**config.mk**
```make
export PLATFORM = sky130hd
export DESIGN_NAME = aclock_disp_scan
export DESIGN_NICKNAME = d
export VERILOG_FILES = /design/src/rtl/aclock_disp_scan.sv
export SDC_FILE = /design/constraint.sdc
export NUM_CORES = 1
export LEC_CHECK = 0
export CAP_MARGIN = 40
export CORE_MARGIN = 3
export CORE_UTILIZATION = 48
export DETAILED_ROUTE_END_ITERATION = 8
export HOLD_SLACK_MARGIN = 0.15
export PLACE_DENSITY = 0.8
export SYNTH_ARGS = -nofsm -noshare
export SYNTH_HDL_FRONTEND = slang
export SYNTH_SLANG_ARGS = --single-unit
```
**constraint.sdc**
```tcl
create_clock -name clk -period 1.99 [get_ports clk]
set_input_delay 0.4975 -clock clk [delete_from_list [all_inputs] [get_ports clk]]
set_output_delay 0.4975 -clock clk [all_outputs]
set_load 0.01 [all_outputs]
```
**src/rtl/aclock_disp_scan.sv**
```systemverilog
//------------------------------------------------------------------------------
// Module   : aclock_disp_scan
// Brief    : 6-digit multiplexed common-anode 7-segment scanner for the alarm
//            clock core, with per-frame snapshot, leading-zero blank and alarm blink.
// Revision : 1.0 - initial release
//------------------------------------------------------------------------------
`default_nettype none

module aclock_disp_scan #(
    parameter int SCAN_DIV   = 1000,
    parameter int BLINK_DIV  = 50,
    parameter bit LEAD_BLANK = 1'b1
) (
    input  logic       clk,
    input  logic       reset,
    input  logic [1:0] H_out1,
    input  logic [3:0] H_out0,
    input  logic [3:0] M_out1,
    input  logic [3:0] M_out0,
    input  logic [3:0] S_out1,
    input  logic [3:0] S_out0,
    input  logic       Alarm,
    output logic [5:0] an,
    output logic [6:0] seg,
    output logic       dp
);

    localparam int              c_PW          = (SCAN_DIV > 1) ? $clog2(SCAN_DIV) : 1;
    localparam logic [c_PW-1:0] c_PRESC_MAX   = c_PW'(SCAN_DIV - 1);
    localparam int              c_BW          = (BLINK_DIV > 1) ? $clog2(BLINK_DIV) : 1;
    localparam logic [c_BW-1:0] c_BLINK_MAX   = c_BW'(BLINK_DIV - 1);
    localparam logic [2:0]      c_IDX_LAST    = 3'd5;
    localparam logic [6:0]      c_SEG_OFF     = 7'b1111111;
    localparam logic [5:0]      c_AN_OFF      = 6'b111111;

    logic [c_PW-1:0]  r_presc;
    logic [2:0]       r_idx;
    logic             r_load_pend;
    logic [5:0][3:0]  r_snap;
    logic             r_alarm_q;
    logic [c_BW-1:0]  r_blink_cnt;
    logic             r_phase_on;
    logic [5:0]       r_an;
    logic [6:0]       r_seg;
    logic             r_dp;

    logic             w_tc;
    logic             w_wrap;
    logic [3:0]       w_digit;
    logic             w_lead_blank;
    logic             w_blank;

    function automatic logic [6:0] f_seg(input logic [3:0] d);
        logic [6:0] s;
        case (d)
            4'd0:    s = 7'b1000000;
            4'd1:    s = 7'b1111001;
            4'd2:    s = 7'b0100100;
            4'd3:    s = 7'b0110000;
            4'd4:    s = 7'b0011001;
            4'd5:    s = 7'b0010010;
            4'd6:    s = 7'b0000010;
            4'd7:    s = 7'b1111000;
            4'd8:    s = 7'b0000000;
            4'd9:    s = 7'b0010000;
            default: s = 7'b0111111;
        endcase
        return s;
    endfunction

    // The prescaler is frozen during the load cycle so the first frame gets full slots.
    assign w_tc   = !r_load_pend && (r_presc == c_PRESC_MAX);
    assign w_wrap = w_tc && (r_idx == c_IDX_LAST);

    always_comb begin
        w_digit = 4'd0;
        case (r_idx)
            3'd0:    w_digit = r_snap[0];
            3'd1:    w_digit = r_snap[1];
            3'd2:    w_digit = r_snap[2];
            3'd3:    w_digit = r_snap[3];
            3'd4:    w_digit = r_snap[4];
            3'd5:    w_digit = r_snap[5];
            default: w_digit = 4'd0;
        endcase
    end

    generate
        if (LEAD_BLANK) begin : g_lead_blank
            assign w_lead_blank = (r_idx == c_IDX_LAST) && (r_snap[5] == 4'd0);
        end else begin : g_no_lead_blank
            assign w_lead_blank = 1'b0;
        end
    endgenerate

    // A low registered Alarm overrides the phase immediately so the display relights fast.
    assign w_blank = r_load_pend || (r_alarm_q && !r_phase_on) || w_lead_blank;

    always_ff @(posedge clk) begin
        if (reset) begin
            r_presc     <= '0;
            r_idx       <= 3'd0;
            r_load_pend <= 1'b1;
            r_snap      <= '0;
            r_alarm_q   <= 1'b0;
            r_blink_cnt <= '0;
            r_phase_on  <= 1'b1;
            r_an        <= c_AN_OFF;
            r_seg       <= c_SEG_OFF;
            r_dp        <= 1'b1;
        end else begin
            r_alarm_q   <= Alarm;
            r_load_pend <= 1'b0;

            if (r_load_pend || w_wrap) begin
                r_snap <= {{2'b00, H_out1}, H_out0, M_out1, M_out0, S_out1, S_out0};
            end

            if (!r_load_pend) begin
                if (w_tc) begin
                    r_presc <= '0;
                    r_idx   <= (r_idx == c_IDX_LAST) ? 3'd0 : r_idx + 3'd1;
                end else begin
                    r_presc <= r_presc + 1'b1;
                end
            end

            if (!r_alarm_q) begin
                r_phase_on  <= 1'b1;
                r_blink_cnt <= '0;
            end else if (w_wrap) begin
                if (r_blink_cnt == c_BLINK_MAX) begin
                    r_phase_on  <= !r_phase_on;
                    r_blink_cnt <= '0;
                end else begin
                    r_blink_cnt <= r_blink_cnt + 1'b1;
                end
            end

            if (w_blank) begin
                r_an  <= c_AN_OFF;
                r_seg <= c_SEG_OFF;
                r_dp  <= 1'b1;
            end else begin
                r_an  <= ~(6'd1 << r_idx);
                r_seg <= f_seg(w_digit);
                r_dp  <= !((r_idx == 3'd2) || (r_idx == 3'd4));
            end
        end
    end

    assign an  = r_an;
    assign seg = r_seg;
    assign dp  = r_dp;

endmodule

`default_nettype wire

```
---- After elaboration in Yosys (flattened, before gate mapping) ----
Memories as Yosys holds them, arrays and structs flattened. A register that Yosys moved wholly into a read port is not among the register bits.
Cells that the tools add are included.
word-level totals
  memories ................................ 1
  bits of input ports ..................... 25
  bits in read-only memories .............. 112
  word-level logic and storage cells ...... 51
  register bits after elaboration ......... 51
  output and inout bits ................... 14
memories
  memory            words  bits a word  read ports  clocked after Yosys merged registers in  write ports  line  text
  (name not given)  16     7            1           1                                        0            55    case (d)
operators by class
  shifts and indexed selects .............. 1
  reductions and logical operators ........ 17
  bitwise logic cells ..................... 3
  add/subtract/negate cells ............... 3
  equality and inequality tests ........... 7
  multiplexer cells ....................... 5
operators with widths
  kind                                                  number
  one-hot mux 4 bit (6 select lines)                    1
  adder 10 x 1 -> 10 bit (second input constant)        1
  equality test 10 bit (second input constant)          1
  two-way mux 10 bit                                    1
  adder 6 x 1 -> 6 bit (second input constant)          1
  equality test 3 x 2 -> 1 bit (second input constant)  2
  equality test 3 bit (second input constant)           2
  equality test 6 bit (second input constant)           1
  two-way mux 6 bit                                     1
  NOT 6 bit                                             1
  left shift 1 x 3 -> 6 bit (first input constant)      1
  logical AND 1 bit                                     4
  zero test 4 bit                                       1
  logical OR 1 bit                                      4
  AND reduction 2 bit                                   2
  OR reduction 2 bit                                    2
  adder 3 x 1 -> 3 bit (second input constant)          1
  equality test 3 x 1 -> 1 bit (second input constant)  1
  zero test 1 bit                                       3
  zero test 3 bit                                       1
  two-way mux 3 bit                                     1
  NOT 1 bit                                             2
  two-way mux 1 bit                                     1

---- Logic depth before layout (Yosys ltp) ----
  depth in word-level cells ............... 5
  depth in mapped cells ................... 8

---- Least setup slack after synthesis ----
Ideal clock, no wire load.
  kind .................................... flip-flop to flip-flop
  start ................................... register r_idx[1]
  end ..................................... register r_seg[0], in the netlist seg[0]
  cell stages (with the launch flop) ...... 9
  setup time .............................. 0.136 ns
  slack ................................... 0.003 ns
  clock period less this slack ............ 1.987 ns
  arrival ................................. 1.851 ns
  cells stage by stage .................... dfxtp_1 > buf_2 > and2_1 > ha_1 > a221oi_1 > inv_1 > ha_1 > mux2i_1 > a32oi_1
on the way
  word-level cells in the longest chain between the ends .. 4
  elaborated cells between the ends (all ways) .. 10
  those cells by class .................... 5 x eq/ne; 1 x mux; 4 x reduce/logical
ends and longest elaborated chain
  what                          line    text
  start, declared               37      logic [2:0] r_idx;
  start signal, assigned        122     r_idx <= (r_idx == c_IDX_LAST) ? 3'd0 : r_idx + 3'd1;
  equality test 3 bit           77, 90
  logical AND 1 bit             90      assign w_lead_blank = (r_idx == c_IDX_LAST) && (r_snap[5] == 4'd0);
  logical OR 1 bit              97      assign w_blank = r_load_pend || (r_alarm_q && !r_phase_on) || w_lead_blank;
  OR reduction 2 bit (no line)  n/a
  end, declared                 44      logic [6:0] r_seg;
Several ways; a longest one is shown, not always the timed one.
A chain may end at the register's enable or synchronous reset.

---- Final worst setup path ----
  start ................................... register r_idx[2]
  end ..................................... register r_seg[0], in the netlist seg[0]
The elaborated chain is that of the path after synthesis.

==> results.cfg <==
[status]
status = completed

[clock_network]
cts.repair_timing.setup_buffer_count = 0
cts_root_buf = sky130_fd_sc_hd__clkbuf_8
max-clock-path-buffers = 2
cts_tree = yes
numCtsBuffers = 9
ctsHoldBuffers = 0
clkSlewWorstSetupHoldPaths_ns = 0.06
tritoncts_num_sinks = 58
clk-insertion-delay-late_ns = 0.32
cts.htree.levels = 3

[yosys]
synth_most_common_cell = sky130_fd_sc_hd__dfxtp_1
count_of_flip_flops_with_a_built_in_enable_after_synthesis = 0
post-synth-top-area-cell = sky130_fd_sc_hd__dfxtp_1
synth-compound-area-share_pct = 11.8
synthTopCellsByCount = sky130_fd_sc_hd__dfxtp_1 (58), sky130_fd_sc_hd__nand2_1 (57), sky130_fd_sc_hd__a21oi_1 (27), sky130_fd_sc_hd__nor2_1 (22)
yosys_register_bits = 58
main_combinational_cell_family_by_area_after_synthesis = simple AND/OR/NAND/NOR gates
ys_types = 41
synth_top_cells_by_area = sky130_fd_sc_hd__dfxtp_1 (46%), sky130_fd_sc_hd__nand2_1 (8.5%), sky130_fd_sc_hd__a21oi_1 (5.4%), sky130_fd_sc_hd__ha_1 (4.5%), sky130_fd_sc_hd__nor2_1 (3.3%)
ys_warn_count = 0
post_synth_and_or_nand_nor_area_fraction_pct = 22.9
post_synth.cell_area_avg_sq_um = 8.82
seq_area_frac_synth_pct = 46.4
synth_ff_type = sky130_fd_sc_hd__dfxtp_1
synth.mux.area_fraction_pct = 4.15
synthesis.area_sq_um = 2500
synth_top_area_share_pct = 46.4
mappedNetlistNets = 318
async_reset_ff_share_pct = 0
yosys.area_share.adder_pct = 4.50
postSynthCellCount = 284
synth_xor_xnor_area_share_pct = 5.59

[sta]
max_slew_margin_pct = 73.9
slew_violations = 0
fin_crit_sh_pct = 94.7
timing.final.setup_violations = 0
count_of_final_hold_check_violations = 0
fin_worst_skew_ns = 0.00501
worst_slew_pin_slew_ns = 0.392
fmax_mhz = 531
setup_tns_ns = 0
period_needed_ns = 1.88
rsz_0062_raised_after_global_routing = no

[setup_path]
crit_path_top_delay_cell = sky130_fd_sc_hd__dfxtp_1
worstSetupPathType = reg -> reg
worst_setup_path_start_kind = register
worst_path_largest_cell_delay_ns = 0.38
crit_path_max_fanout = 6
timing.critical_path.required_ns = 2.18
cp_cell_sequence = inv_1 > ha_1 > a221oi_1 > buf_4 > inv_1 > ha_1 > mux2i_1 > a32oi_1
setup.worst_path.end_class = register
cp_data_arrival_time_ns = 2.08

[global_routing]
grt_max_degree = 39
grt_use_total_pct = 18.1
via_count_of_the_first_global_routing_pass = 2011
grt_pass1_wl_microns = 8830
number_of_antenna_violations_at_the_first_check_in_global_routing = 0
globalRoute.totalOverflow = 0

[floorplanning]
die-height_microns = 78.2
cell_row_count = 25
die_area_sq_um = 6120
num_io_pins = 39
core-area_sq_um = 4880
die-width_microns = 78.2
initial_utilization_pct = 51.3

[layout]
utilization_pct = 65.7
layout-area-overhead-vs-synth_pct = 28.1
final_nets = 369
sequential_cell_area_sq_um = 1160
antennaDiodeCount = 0
final.fill_count = 434
share_of_layout_cells_above_drive_strength_1_pct = 13.5
area_taken_by_multi_input_logic_gates_sq_um = 1240

[route]
drc = 0
wl_microns = 5250
final_antenna_net_count = 0
firstDrtPassIters = 4
vias = 2100
post_drt_via_cell_ratio = 5.16
drt_first_iter_violations = 191
avgRoutedWirePerCell_microns = 12.9

[run]
max_cap_viol_count = 0

[placed_design]
place.detailed.hpwl_microns = 3690
portBuffers = 38
place_congestion = 0.852

[power]
irDropWorstVdd_mv = 0.541
p_sw_share_pct = 22.7
internal-power_mw = 1.87
combPwrFrac_pct = 8.9
switchingPower_mw = 0.550
power_frac_seq_pct = 50.6
power_frac_clock_pct = 40.5
pd_cells_nw_per_um2 = 754
static_leakage_nw = 1.27

[worst_hold_path]
hold_class = reg -> reg
[metal layers]
metal  share of wire, %  wire length, microns  track usage [%]
met4                1.4                    74             7.69
met2                 47                  2480             30.3
met1                 47                  2460             22.4
met3                4.5                   234             4.13
met5                  0                     0                0
[worst max-delay path, delay by kind of cell (launching register included)]
family          cells  cell delay, ns
compound gates      2            0.38
flops               1            0.38
mux                 1            0.20
fa+ha+maj           2            0.43
buf+inv             3            0.36
[cell families (layout without fill, tap and decap cells)]
logic type / count (synthesis) / after routing
xor+xnor: 16 / 16
fa+ha+maj: 9 / 9
compound gates: 48 / 48
buf+inv: 23 / 79
mux: 10 / 10
simple gates: 120 / 120
flops: 58 / 58
[path summary, 6_finish.rpt]
kind	from	end	slack, ns	depth (start not counted)
setup reg to reg	r_idx[2]$_SDFFE_PP0P_	seg[0]$_SDFF_PP1_	0.11	8
hold / removal	r_snap[11]$_SDFFE_PP0P_	r_snap[11]$_SDFFE_PP0P_	0.45	2
setup / recovery	r_idx[2]$_SDFFE_PP0P_	seg[0]$_SDFF_PP1_	0.11	8
hold reg to reg	r_snap[11]$_SDFFE_PP0P_	r_snap[11]$_SDFFE_PP0P_	0.45	2
[final cells by class]
type	count	share of cell area, %
Timing Repair Buffer	54	15.7
Tap cell	67	2.61
Sequential cell	58	36.3
Clock buffer	14	5.38
Multi-Input combinational cell	203	38.7
Inverter	9	1.05
Clock inverter	2	0.312
[sequential cells by signal (all words and copies together), names as in the netlist]
| register | cells |
|---|---|
| an | 6 |
| dp | 1 |
| r_alarm_q | 1 |
| r_blink_cnt | 6 |
| r_idx | 3 |
| r_load_pend | 1 |
| r_phase_on | 1 |
| r_presc | 10 |
| r_snap | 22 |
| seg | 7 |
[power by group through the flow]
stage | Clock (mW) | Sequential [mW] | Combinational (mW)
final | 0.980 | 1.22 | 0.215
after floorplan | 0 | 1.25 | 0.110
after CTS | 1.00 | 1.22 | 0.214
after detailed placement | 0 | 1.25 | 0.213
after global placement | 0 | 1.25 | 0.207
after global routing | 1.05 | 1.23 | 0.238
[layout by cell type (no fill, tap or decap), drive strengths merged, types with 4 or more instances in the layout]
master         synthesis  final
dfxtp                 58     58
nand2                 57     57
clkdlybuf4s50          0     38
a21oi                 29     29
nor2                  22     22
buf                    8     16
clkbuf                 6     14
nor3                   9      9
xor2                   9      9
ha                     9      9
inv                    9      9
xnor2                  7      7
mux2i                  7      7
nand3                  5      5
o21ai                  5      5
and3                   4      4
nand4                  4      4
nor2b                  4      4
a32oi                  4      4
[what timing repair did]
item                                    4_1_cts  5_1_grt
hold endpoints to repair                      0        0
resized for setup                             0        8
endpoints found under the setup margin        0       11
[per-stage QoR]
stage	std cells	area [sq um]	hold WS [ns]	power (mW)	setup WS, ns
after global placement	391	3010	0.437	1.45	0.105
after global routing	407	3210	0.477	2.51	0.00314
final	407	3210	0.452	2.42	0.105
after floorplan	284	2500	0.428	1.36	0.00295
after detailed placement	391	3010	0.444	1.46	0.0252
after CTS	407	3190	0.451	2.44	0.0222
Note: power is estimated with default switching activity, not from simulation.
